**src/rtl/assoc_cache_if.sv**
```systemverilog
// rtl/assoc_cache_if.sv - core request and backing-memory signals of assoc_cache
interface assoc_cache_if #(
   parameter int ADDR_W = 32,
   parameter int DATA_W = 32
);
   logic [ADDR_W-1:0] req_addr;
   logic [DATA_W-1:0] req_data;
   logic [1:0]        req_type;
   logic              req_do;
   logic [DATA_W-1:0] O_data;
   logic              req_done;
   logic              busy;
   logic              mem_req;
   logic              mem_we;
   logic [ADDR_W-1:0] mem_addr;
   logic [DATA_W-1:0] mem_wdata;
   logic [DATA_W-1:0] mem_rdata;
   logic              mem_ack;

   modport master (
      output req_addr, req_data, req_type, req_do, mem_rdata, mem_ack,
      input  O_data, req_done, busy, mem_req, mem_we, mem_addr, mem_wdata
   );

   modport slave (
      input  req_addr, req_data, req_type, req_do, mem_rdata, mem_ack,
      output O_data, req_done, busy, mem_req, mem_we, mem_addr, mem_wdata
   );
endinterface

```
**src/rtl/assoc_cache.sv**
```systemverilog
// rtl/assoc_cache.sv - set-associative write-back write-allocate data cache with LRU
module assoc_cache #(
   parameter int ADDR_W = 32,
   parameter int DATA_W = 32,
   parameter int SETS   = 16,
   parameter int WAYS   = 2
) (
   input logic          clk,
   input logic          reset,
   assoc_cache_if.slave bus
);
   localparam int IDX_W = $clog2(SETS);
   localparam int TAG_W = ADDR_W - 2 - IDX_W;
   localparam int WAY_W = (WAYS > 1) ? $clog2(WAYS) : 1;
   localparam logic [WAY_W-1:0] LAST_WAY = WAY_W'(WAYS - 1);
   localparam logic [IDX_W-1:0] LAST_SET = IDX_W'(SETS - 1);

   localparam logic [1:0] T_READ  = 2'b00;
   localparam logic [1:0] T_WRITE = 2'b01;
   localparam logic [1:0] T_INVAL = 2'b10;
   localparam logic [1:0] T_FLUSH = 2'b11;

   typedef enum logic [2:0] {
      S_IDLE, S_LOOKUP, S_WB, S_FILL, S_DONE, S_FLUSH
   } state_t;

   state_t state;

   // Line storage; age is the recency rank within a set (0 = most recent).
   logic              valid_q [SETS][WAYS];
   logic              dirty_q [SETS][WAYS];
   logic [TAG_W-1:0]  tag_q   [SETS][WAYS];
   logic [DATA_W-1:0] data_q  [SETS][WAYS];
   logic [WAY_W-1:0]  age_q   [SETS][WAYS];

   logic [ADDR_W-1:2] waddr_q;
   logic [DATA_W-1:0] wdata_q;
   logic [1:0]        type_q;
   logic [WAY_W-1:0]  vway_q;
   logic [IDX_W-1:0]  fset_q;
   logic [WAY_W-1:0]  fway_q;

   logic [DATA_W-1:0] o_data_q;
   logic              done_q;
   logic              busy_q;
   logic              mem_req_q;
   logic              mem_we_q;
   logic [ADDR_W-1:0] mem_addr_q;
   logic [DATA_W-1:0] mem_wdata_q;

   assign bus.O_data    = o_data_q;
   assign bus.req_done  = done_q;
   assign bus.busy      = busy_q;
   assign bus.mem_req   = mem_req_q;
   assign bus.mem_we    = mem_we_q;
   assign bus.mem_addr  = mem_addr_q;
   assign bus.mem_wdata = mem_wdata_q;

   logic unused_addr_bits;
   assign unused_addr_bits = ^bus.req_addr[1:0];

   logic [IDX_W-1:0] idx;
   logic [TAG_W-1:0] tag;
   assign idx = waddr_q[IDX_W+1:2];
   assign tag = waddr_q[ADDR_W-1:IDX_W+2];

   logic             hit;
   logic             has_inv;
   logic [WAY_W-1:0] hit_way;
   logic [WAY_W-1:0] inv_way;
   logic [WAY_W-1:0] lru_way;
   logic [WAY_W-1:0] victim;
   logic             victim_dirty;
   logic             hit_dirty;
   logic             flush_dirty;
   logic             flush_last;
   logic [IDX_W-1:0] fset_nx;
   logic [WAY_W-1:0] fway_nx;

   // Tag match, victim choice (first invalid way, else oldest) and flush walk.
   always_comb begin
      hit     = 1'b0;
      has_inv = 1'b0;
      hit_way = '0;
      inv_way = '0;
      lru_way = '0;
      for (int w = 0; w < WAYS; w++) begin
         if (valid_q[idx][w] && (tag_q[idx][w] == tag) && !hit) begin
            hit     = 1'b1;
            hit_way = WAY_W'(w);
         end
         if (!valid_q[idx][w] && !has_inv) begin
            has_inv = 1'b1;
            inv_way = WAY_W'(w);
         end
         if (age_q[idx][w] == LAST_WAY) begin
            lru_way = WAY_W'(w);
         end
      end
      victim       = has_inv ? inv_way : lru_way;
      victim_dirty = valid_q[idx][victim] && dirty_q[idx][victim];
      hit_dirty    = dirty_q[idx][hit_way];
      flush_dirty  = valid_q[fset_q][fway_q] && dirty_q[fset_q][fway_q];
      flush_last   = (fset_q == LAST_SET) && (fway_q == LAST_WAY);
      fway_nx      = (fway_q == LAST_WAY) ? '0 : fway_q + WAY_W'(1);
      fset_nx      = (fway_q == LAST_WAY) ? fset_q + IDX_W'(1) : fset_q;
   end

   // Age of way w in set s after way acc is touched: acc becomes youngest,
   // ways that were younger than acc each age by one.
   function automatic logic [WAY_W-1:0] new_age(input logic [IDX_W-1:0] s,
                                                input logic [WAY_W-1:0] acc,
                                                input int w);
      logic [WAY_W-1:0] r;
      r = age_q[s][w];
      if (WAY_W'(w) == acc) begin
         r = '0;
      end else if (age_q[s][w] < age_q[s][acc]) begin
         r = age_q[s][w] + WAY_W'(1);
      end
      return r;
   endfunction

   // Controller, line arrays and registered outputs.
   always_ff @(posedge clk) begin
      if (reset) begin
         state       <= S_IDLE;
         o_data_q    <= '0;
         done_q      <= 1'b0;
         busy_q      <= 1'b0;
         mem_req_q   <= 1'b0;
         mem_we_q    <= 1'b0;
         mem_addr_q  <= '0;
         mem_wdata_q <= '0;
         waddr_q     <= '0;
         wdata_q     <= '0;
         type_q      <= T_READ;
         vway_q      <= '0;
         fset_q      <= '0;
         fway_q      <= '0;
         for (int s = 0; s < SETS; s++) begin
            for (int w = 0; w < WAYS; w++) begin
               valid_q[s][w] <= 1'b0;
               dirty_q[s][w] <= 1'b0;
               age_q[s][w]   <= WAY_W'(w);
            end
         end
      end else begin
         done_q <= 1'b0;
         case (state)
            S_IDLE, S_DONE: begin
               state <= S_IDLE;
               if (bus.req_do) begin
                  waddr_q <= bus.req_addr[ADDR_W-1:2];
                  wdata_q <= bus.req_data;
                  type_q  <= bus.req_type;
                  busy_q  <= 1'b1;
                  fset_q  <= '0;
                  fway_q  <= '0;
                  state   <= (bus.req_type == T_FLUSH) ? S_FLUSH : S_LOOKUP;
               end
            end

            S_LOOKUP: begin
               if (type_q == T_INVAL) begin
                  if (hit && hit_dirty) begin
                     vway_q      <= hit_way;
                     mem_req_q   <= 1'b1;
                     mem_we_q    <= 1'b1;
                     mem_addr_q  <= {tag_q[idx][hit_way], idx, 2'b00};
                     mem_wdata_q <= data_q[idx][hit_way];
                     state       <= S_WB;
                  end else begin
                     if (hit) begin
                        valid_q[idx][hit_way] <= 1'b0;
                     end
                     done_q <= 1'b1;
                     busy_q <= 1'b0;
                     state  <= S_DONE;
                  end
               end else if (hit) begin
                  if (type_q == T_WRITE) begin
                     data_q[idx][hit_way]  <= wdata_q;
                     dirty_q[idx][hit_way] <= 1'b1;
                     o_data_q              <= wdata_q;
                  end else begin
                     o_data_q <= data_q[idx][hit_way];
                  end
                  for (int w = 0; w < WAYS; w++) begin
                     age_q[idx][w] <= new_age(idx, hit_way, w);
                  end
                  done_q <= 1'b1;
                  busy_q <= 1'b0;
                  state  <= S_DONE;
               end else begin
                  vway_q <= victim;
                  if (victim_dirty) begin
                     mem_req_q   <= 1'b1;
                     mem_we_q    <= 1'b1;
                     mem_addr_q  <= {tag_q[idx][victim], idx, 2'b00};
                     mem_wdata_q <= data_q[idx][victim];
                     state       <= S_WB;
                  end else if (type_q == T_READ) begin
                     mem_req_q  <= 1'b1;
                     mem_we_q   <= 1'b0;
                     mem_addr_q <= {waddr_q, 2'b00};
                     state      <= S_FILL;
                  end else begin
                     valid_q[idx][victim] <= 1'b1;
                     dirty_q[idx][victim] <= 1'b1;
                     tag_q[idx][victim]   <= tag;
                     data_q[idx][victim]  <= wdata_q;
                     o_data_q             <= wdata_q;
                     for (int w = 0; w < WAYS; w++) begin
                        age_q[idx][w] <= new_age(idx, victim, w);
                     end
                     done_q <= 1'b1;
                     busy_q <= 1'b0;
                     state  <= S_DONE;
                  end
               end
            end

            S_WB: begin
               if (mem_req_q && bus.mem_ack) begin
                  mem_req_q <= 1'b0;
                  mem_we_q  <= 1'b0;
                  if (type_q == T_FLUSH) begin
                     valid_q[fset_q][fway_q] <= 1'b0;
                     dirty_q[fset_q][fway_q] <= 1'b0;
                     if (flush_last) begin
                        done_q <= 1'b1;
                        busy_q <= 1'b0;
                        state  <= S_DONE;
                     end else begin
                        fset_q <= fset_nx;
                        fway_q <= fway_nx;
                        state  <= S_FLUSH;
                     end
                  end else begin
                     dirty_q[idx][vway_q] <= 1'b0;
                     if (type_q == T_READ) begin
                        state <= S_FILL;
                     end else begin
                        if (type_q == T_WRITE) begin
                           valid_q[idx][vway_q] <= 1'b1;
                           dirty_q[idx][vway_q] <= 1'b1;
                           tag_q[idx][vway_q]   <= tag;
                           data_q[idx][vway_q]  <= wdata_q;
                           o_data_q             <= wdata_q;
                           for (int w = 0; w < WAYS; w++) begin
                              age_q[idx][w] <= new_age(idx, vway_q, w);
                           end
                        end else begin
                           valid_q[idx][vway_q] <= 1'b0;
                        end
                        done_q <= 1'b1;
                        busy_q <= 1'b0;
                        state  <= S_DONE;
                     end
                  end
               end
            end

            S_FILL: begin
               // After a write-back the request line drops for a cycle first.
               if (!mem_req_q) begin
                  mem_req_q  <= 1'b1;
                  mem_we_q   <= 1'b0;
                  mem_addr_q <= {waddr_q, 2'b00};
               end else if (bus.mem_ack) begin
                  mem_req_q            <= 1'b0;
                  valid_q[idx][vway_q] <= 1'b1;
                  dirty_q[idx][vway_q] <= 1'b0;
                  tag_q[idx][vway_q]   <= tag;
                  data_q[idx][vway_q]  <= bus.mem_rdata;
                  o_data_q             <= bus.mem_rdata;
                  for (int w = 0; w < WAYS; w++) begin
                     age_q[idx][w] <= new_age(idx, vway_q, w);
                  end
                  done_q <= 1'b1;
                  busy_q <= 1'b0;
                  state  <= S_DONE;
               end
            end

            S_FLUSH: begin
               if (flush_dirty) begin
                  mem_req_q   <= 1'b1;
                  mem_we_q    <= 1'b1;
                  mem_addr_q  <= {tag_q[fset_q][fway_q], fset_q, 2'b00};
                  mem_wdata_q <= data_q[fset_q][fway_q];
                  state       <= S_WB;
               end else begin
                  valid_q[fset_q][fway_q] <= 1'b0;
                  if (flush_last) begin
                     done_q <= 1'b1;
                     busy_q <= 1'b0;
                     state  <= S_DONE;
                  end else begin
                     fset_q <= fset_nx;
                     fway_q <= fway_nx;
                  end
               end
            end

            default: state <= S_IDLE;
         endcase
      end
   end
endmodule

```
**src/flat_wrapper.sv**
```systemverilog
// flat-port wrapper written by rule: the top's interface ports become plain ports
module assoc_cache_flat 
#(
   parameter int ADDR_W = 32,
   parameter int DATA_W = 32,
   parameter int SETS   = 16,
   parameter int WAYS   = 2
)
  (clk, reset, bus_req_addr, bus_req_data, bus_req_type, bus_req_do, bus_mem_rdata, bus_mem_ack, bus_O_data, bus_req_done, bus_busy, bus_mem_req, bus_mem_we, bus_mem_addr, bus_mem_wdata);
  assoc_cache_if #(.ADDR_W(ADDR_W), .DATA_W(DATA_W)) bus_i ();
  input logic clk;
  input logic reset;
  input wire logic [$bits(bus_i.req_addr)-1:0] bus_req_addr;
  input wire logic [$bits(bus_i.req_data)-1:0] bus_req_data;
  input wire logic [$bits(bus_i.req_type)-1:0] bus_req_type;
  input wire logic [$bits(bus_i.req_do)-1:0] bus_req_do;
  input wire logic [$bits(bus_i.mem_rdata)-1:0] bus_mem_rdata;
  input wire logic [$bits(bus_i.mem_ack)-1:0] bus_mem_ack;
  output wire logic [$bits(bus_i.O_data)-1:0] bus_O_data;
  output wire logic [$bits(bus_i.req_done)-1:0] bus_req_done;
  output wire logic [$bits(bus_i.busy)-1:0] bus_busy;
  output wire logic [$bits(bus_i.mem_req)-1:0] bus_mem_req;
  output wire logic [$bits(bus_i.mem_we)-1:0] bus_mem_we;
  output wire logic [$bits(bus_i.mem_addr)-1:0] bus_mem_addr;
  output wire logic [$bits(bus_i.mem_wdata)-1:0] bus_mem_wdata;
  assign bus_i.req_addr = bus_req_addr;
  assign bus_i.req_data = bus_req_data;
  assign bus_i.req_type = bus_req_type;
  assign bus_i.req_do = bus_req_do;
  assign bus_i.mem_rdata = bus_mem_rdata;
  assign bus_i.mem_ack = bus_mem_ack;
  assign bus_O_data = bus_i.O_data;
  assign bus_req_done = bus_i.req_done;
  assign bus_busy = bus_i.busy;
  assign bus_mem_req = bus_i.mem_req;
  assign bus_mem_we = bus_i.mem_we;
  assign bus_mem_addr = bus_i.mem_addr;
  assign bus_mem_wdata = bus_i.mem_wdata;
  assoc_cache #(.ADDR_W(ADDR_W), .DATA_W(DATA_W), .SETS(SETS), .WAYS(WAYS)) u_core (.clk(clk), .reset(reset), .bus(bus_i));
endmodule
```
**config.mk**
```make
export PLATFORM = sky130hd
export DESIGN_NAME = assoc_cache_flat
export DESIGN_NICKNAME = d
export VERILOG_FILES = /design/src/rtl/assoc_cache_if.sv /design/src/rtl/assoc_cache.sv /design/src/flat_wrapper.sv
export SDC_FILE = /design/constraint.sdc
export NUM_CORES = 2
export LEC_CHECK = 0
export BUFFER_PORTS_ARGS = -buffer_cell sky130_fd_sc_hd__clkbuf_2
export CORE_MARGIN = 10
export CORE_UTILIZATION = 45
export DETAILED_ROUTE_END_ITERATION = 8
export SYNTH_ARGS = -nofsm -noshare
export SYNTH_HDL_FRONTEND = slang
export SYNTH_SLANG_ARGS = --single-unit
```
**constraint.sdc**
```tcl
create_clock -name clk -period 4.55 [get_ports clk]
set_clock_uncertainty 0.05 [all_clocks]
set_input_delay 0.2275 -clock clk [delete_from_list [all_inputs] [get_ports clk]]
set_output_delay 0.2275 -clock clk [all_outputs]
set_load 0.01 [all_outputs]
```
==> results <==
- The congestion estimate from routability-driven global placement came to 0.896.
- The count of pins over their slew limit was 0.
- In this run, CTS created clock tree buffers numbering 226.
- The via count of the first global-routing pass was between 60000 and 70000.
- After synthesis, the most frequently instantiated cells are 1951 x edfxtp_1, 1087 x mux4_2, 423 x nand2_1.
- The kind of start point of the critical path is a flip-flop.
- The summed negative setup slack over all endpoints is 0 ns.
- The fraction of layout instances using a drive strength above 1 is 0.387.
- Once layout is done, the placed cells without fillers occupy 0.122 mm^2.
- VDD sags by at most 0.419 mV.
- The area growth from synthesis to layout is 19.0%.
- The number of instances in the synthesized netlist is approximately 6000.
- The clock transition at the registers of the reported paths is ~0.060 ns.
- The number of max-cap violations is 0.
- Once layout is complete, the utilization of the core stands at 0.538.
- After the first detailed-routing iteration, the DRC count stood at 8457.
- Dividing the detail-routed via count by the number of cells gives 6.59.
- Prior to clock tree synthesis, the placed netlist has a worst setup slack of -0.311 ns.
- The arrival time at the worst endpoint is between 5 and 6 ns.
- Across every metal layer, demand over resource in global routing totals 0.264.
- The clock root buffer is clkbuf_16.
- The placed instances occupy a cell area of 0.113 mm^2.
- Headroom to the max-slew limit came out at 0.179.
- The mapped netlist covers 0.103 mm^2.
- The routed wire length per instance is 34.6 um.
- The least setup slack across all paths after layout is around 0.043 ns.
- The post-detailed-routing wire length is roughly 340000 um.
- The worst-case clock buffer depth is 3.
- The maximum fanout along the worst path is 22.
- In this run the static leakage power is 0.0393 uW.
- The async set-reset flop share out of synthesis is 0.
- The final hold violation count is 0.
- The insertion delay of the later-clocked pin in the worst-skew pair is 0.90 ns.
- Setup repair after global routing could not meet its margin everywhere.
- During I/O placement, the number of pins put on the boundary was just over 200.
- The number of unique standard cell types used by synthesis is 103.
- Once placement completed, the tool counted placed cells totaling roughly 9000.
- For this configuration, the core starts out at a cell density of 0.452.
- The DRC violations left is 0.
- At the worst endpoint, the required time is 5.28 ns.
- The fraction of the cycle the final worst path needs is 0.991.
- The die is 498 um tall.
- The category of the most critical setup path is reg -> reg.
- At the pin with the least slew margin, the transition time is 1.23 ns.
- The quantity of I/O buffers inserted on ports is slightly below 200.
- In this run, synthesis inferred about 2000 flip-flops with an integrated enable.
- The number of placement rows is 175.
- Entering global routing, the biggest net connects 128 pins.
- Setup violations remaining at the end of the flow were counted as 0.
- The clock period minus final worst setup slack is ~4.5 ns.
- The total iterations of the first detailed-routing run is 6.
- The area of the core region is 0.227 mm^2.
- Dividing total power by cell area gives a power density of around 440 mW/mm^2.
- The detailed placer's ending HPWL is roughly 220000 um.
- The global-route wire length before repair is 476000 um.
- The die is 498 um wide.
- The number of antenna violations at the first check in global routing is 6.
- The sequential share of the synthesized area is 0.605.
- The most area-hungry cell type in the Yosys netlist is edfxtp_1.
- The most numerous cell in the Yosys netlist is edfxtp_1.
- The H-tree depth reported by CTS is 4.
- Summed over all layers, the global routing overflow is 0.
- The number of warnings reported in the yosys synthesis log is 0.
- The commonest register cell after synthesis is edfxtp_1.
- Timing would allow up to 222 MHz.
- Of the post-synthesis cell area, the dominant cell type holds 0.570.
- The synthesized design contains 2131 register bits.
- In this run the worst hold path is classified as in -> reg.
- TritonCTS built the clock tree.
- The run finished with clean final reports.
- In the post-synthesis netlist, the biggest area contributors are edfxtp_1 57%, mux4_2 24%, dfxtp_1 3.5%.
- The clock drives 2131 sinks.
- The floorplan step defined a die boundary enclosing 0.248 mm^2.
- The post-route non-filler standard cell count is 9730.
- The worst setup path is captured at a flip-flop.
- The detailed router placed approximately 64000 vias in this run.
- The count of nets left with antenna violations after detail routing is 0.
- The final-stage net count is 6625.
- The synthesized area divided by synthesized cell count is between 15 and 20 um^2.
-- report_power, final --
part	total (uW)	internal, uW	switching (uW)
Clock	18700	10700	7960
Sequential	23000	22400	585
Combinational	12400	5180	7200
-- layout by cell type, fill, tap and decap left out, drive strengths merged, types with 11 or more instances in the layout --
master | netlist | layout
o21ai | 110 | 110
a211oi | 13 | 13
and2 | 16 | 16
nor3 | 22 | 22
nand2b | 21 | 21
o21a | 11 | 11
a221oi | 29 | 29
mux2 | 141 | 141
a22o | 19 | 19
a31oi | 19 | 19
bufinv | 0 | 20
o22ai | 45 | 45
a21o | 34 | 34
nor2b | 27 | 27
xnor2 | 39 | 39
clkinv | 0 | 83
dlygate4sd3 | 0 | 112
nand4 | 12 | 12
mux2i | 219 | 219
edfxtp | 1951 | 1951
nand3 | 52 | 52
clkbuf | 256 | 501
a311oi | 26 | 26
xor2 | 25 | 25
mux4 | 1087 | 1087
nand2 | 424 | 425
o32ai | 33 | 33
o21bai | 45 | 45
or3 | 43 | 43
buf | 226 | 629
nor2 | 290 | 290
dfxtp | 180 | 180
a32o | 32 | 32
a22oi | 30 | 30
inv | 82 | 91
clkinvlp | 0 | 12
a21oi | 171 | 171
-- layer usage --
metal  GRT usage  part of all wire
met5           0                 0
met3      0.0569              0.10
met1       0.365              0.39
met2       0.418              0.47
met4      0.0875             0.037
-- metrics by stage --
| step | power, uW | hold slack [ns] |
|---|---|---|
| 2_1_floorplan | 30000 | 0.313 |
| 3_3_place_gp | 34900 | 0.400 |
| 3_5_place_dp | 35000 | 0.406 |
| 4_1_cts | 53700 | 0.00130 |
| 5_1_grt | 55600 | 0.0539 |
| 6_report | 54000 | 0.0562 |
-- repair_timing --
item | CTS | global route
cloned | 2 | 4
hold endpoints to repair | 1010 | 0
pin swaps | 7 | 21
setup buffers | 7 | 39
hold buffers | 112 | 0
gates resized for setup | 21 | 62
setup endpoints to repair | 1354 | 1299
-- final timing paths --
path,cells past startpoint,to,startpoint,slack [ns]
max,16,u_core.bus.O_data[22],flip-flop,0.04
min,4,u_core.wdata_q[7],bus_req_data[7],0.06
max reg2reg,16,u_core.bus.O_data[22],flip-flop,0.04
min reg2reg,2,u_core.bus.mem_wdata[27],u_core.bus.mem_wdata[27],0.42
-- cell type report --
| cell class | count | area, um^2 |
|---|---|---|
| Fill cell | 17800 | 105000 |
| Multi-Input combinational cell | 3139 | 39000 |
| Clock buffer | 301 | 6220 |
| Tap cell | 3009 | 3760 |
| Timing Repair Buffer | 942 | 9520 |
| Inverter | 82 | 318 |
| Clock inverter | 124 | 1290 |
| Antenna cell | 2 | 5.00 |
| Sequential cell | 2131 | 62200 |
-- sequential cells by signal (all words and copies together) (netlist names), 2 cells and up, named ones only --
register / flops
u_core.bus.O_data: 32
u_core.valid_q: 32
u_core.tag_q: 832
u_core.wdata_q: 32
u_core.state: 3
u_core.bus.mem_addr: 30
u_core.type_q: 2
u_core.bus.mem_wdata: 32
u_core.waddr_q: 30
u_core.age_q: 32
u_core.dirty_q: 32
u_core.data_q: 1024
u_core.fset_q: 4
-- critical path, stage by stage (launching register included) --
cell	delay (ns)
dfxtp_4	0.44
buf_12	0.18
buf_6	0.18
buf_12	0.13
mux4_2	0.54
mux2i_2	0.20
xnor2_1	0.16
o41a_1	0.45
buf_4	0.17
nor3_2	0.20
and4_1	0.34
buf_12	0.15
nand2_2	0.06
buf_12	0.18
o22ai_1	0.53
a21oi_1	0.14
a32o_1	0.29
-- cells by family (layout without fill, tap and decap cells) --
group	Yosys count	after routing	synth area share
xor+xnor	64	64	0.00545
mux	1447	1447	0.276
compound gates	674	674	0.0469
other cells	1	4	0.0000365
flops	2131	2131	0.605
fa+ha+maj	1	1	0.000122
buf+inv	564	1449	0.0254
simple gates	950	951	0.0413
No activity file was read; power rests on OpenSTA's default activity.
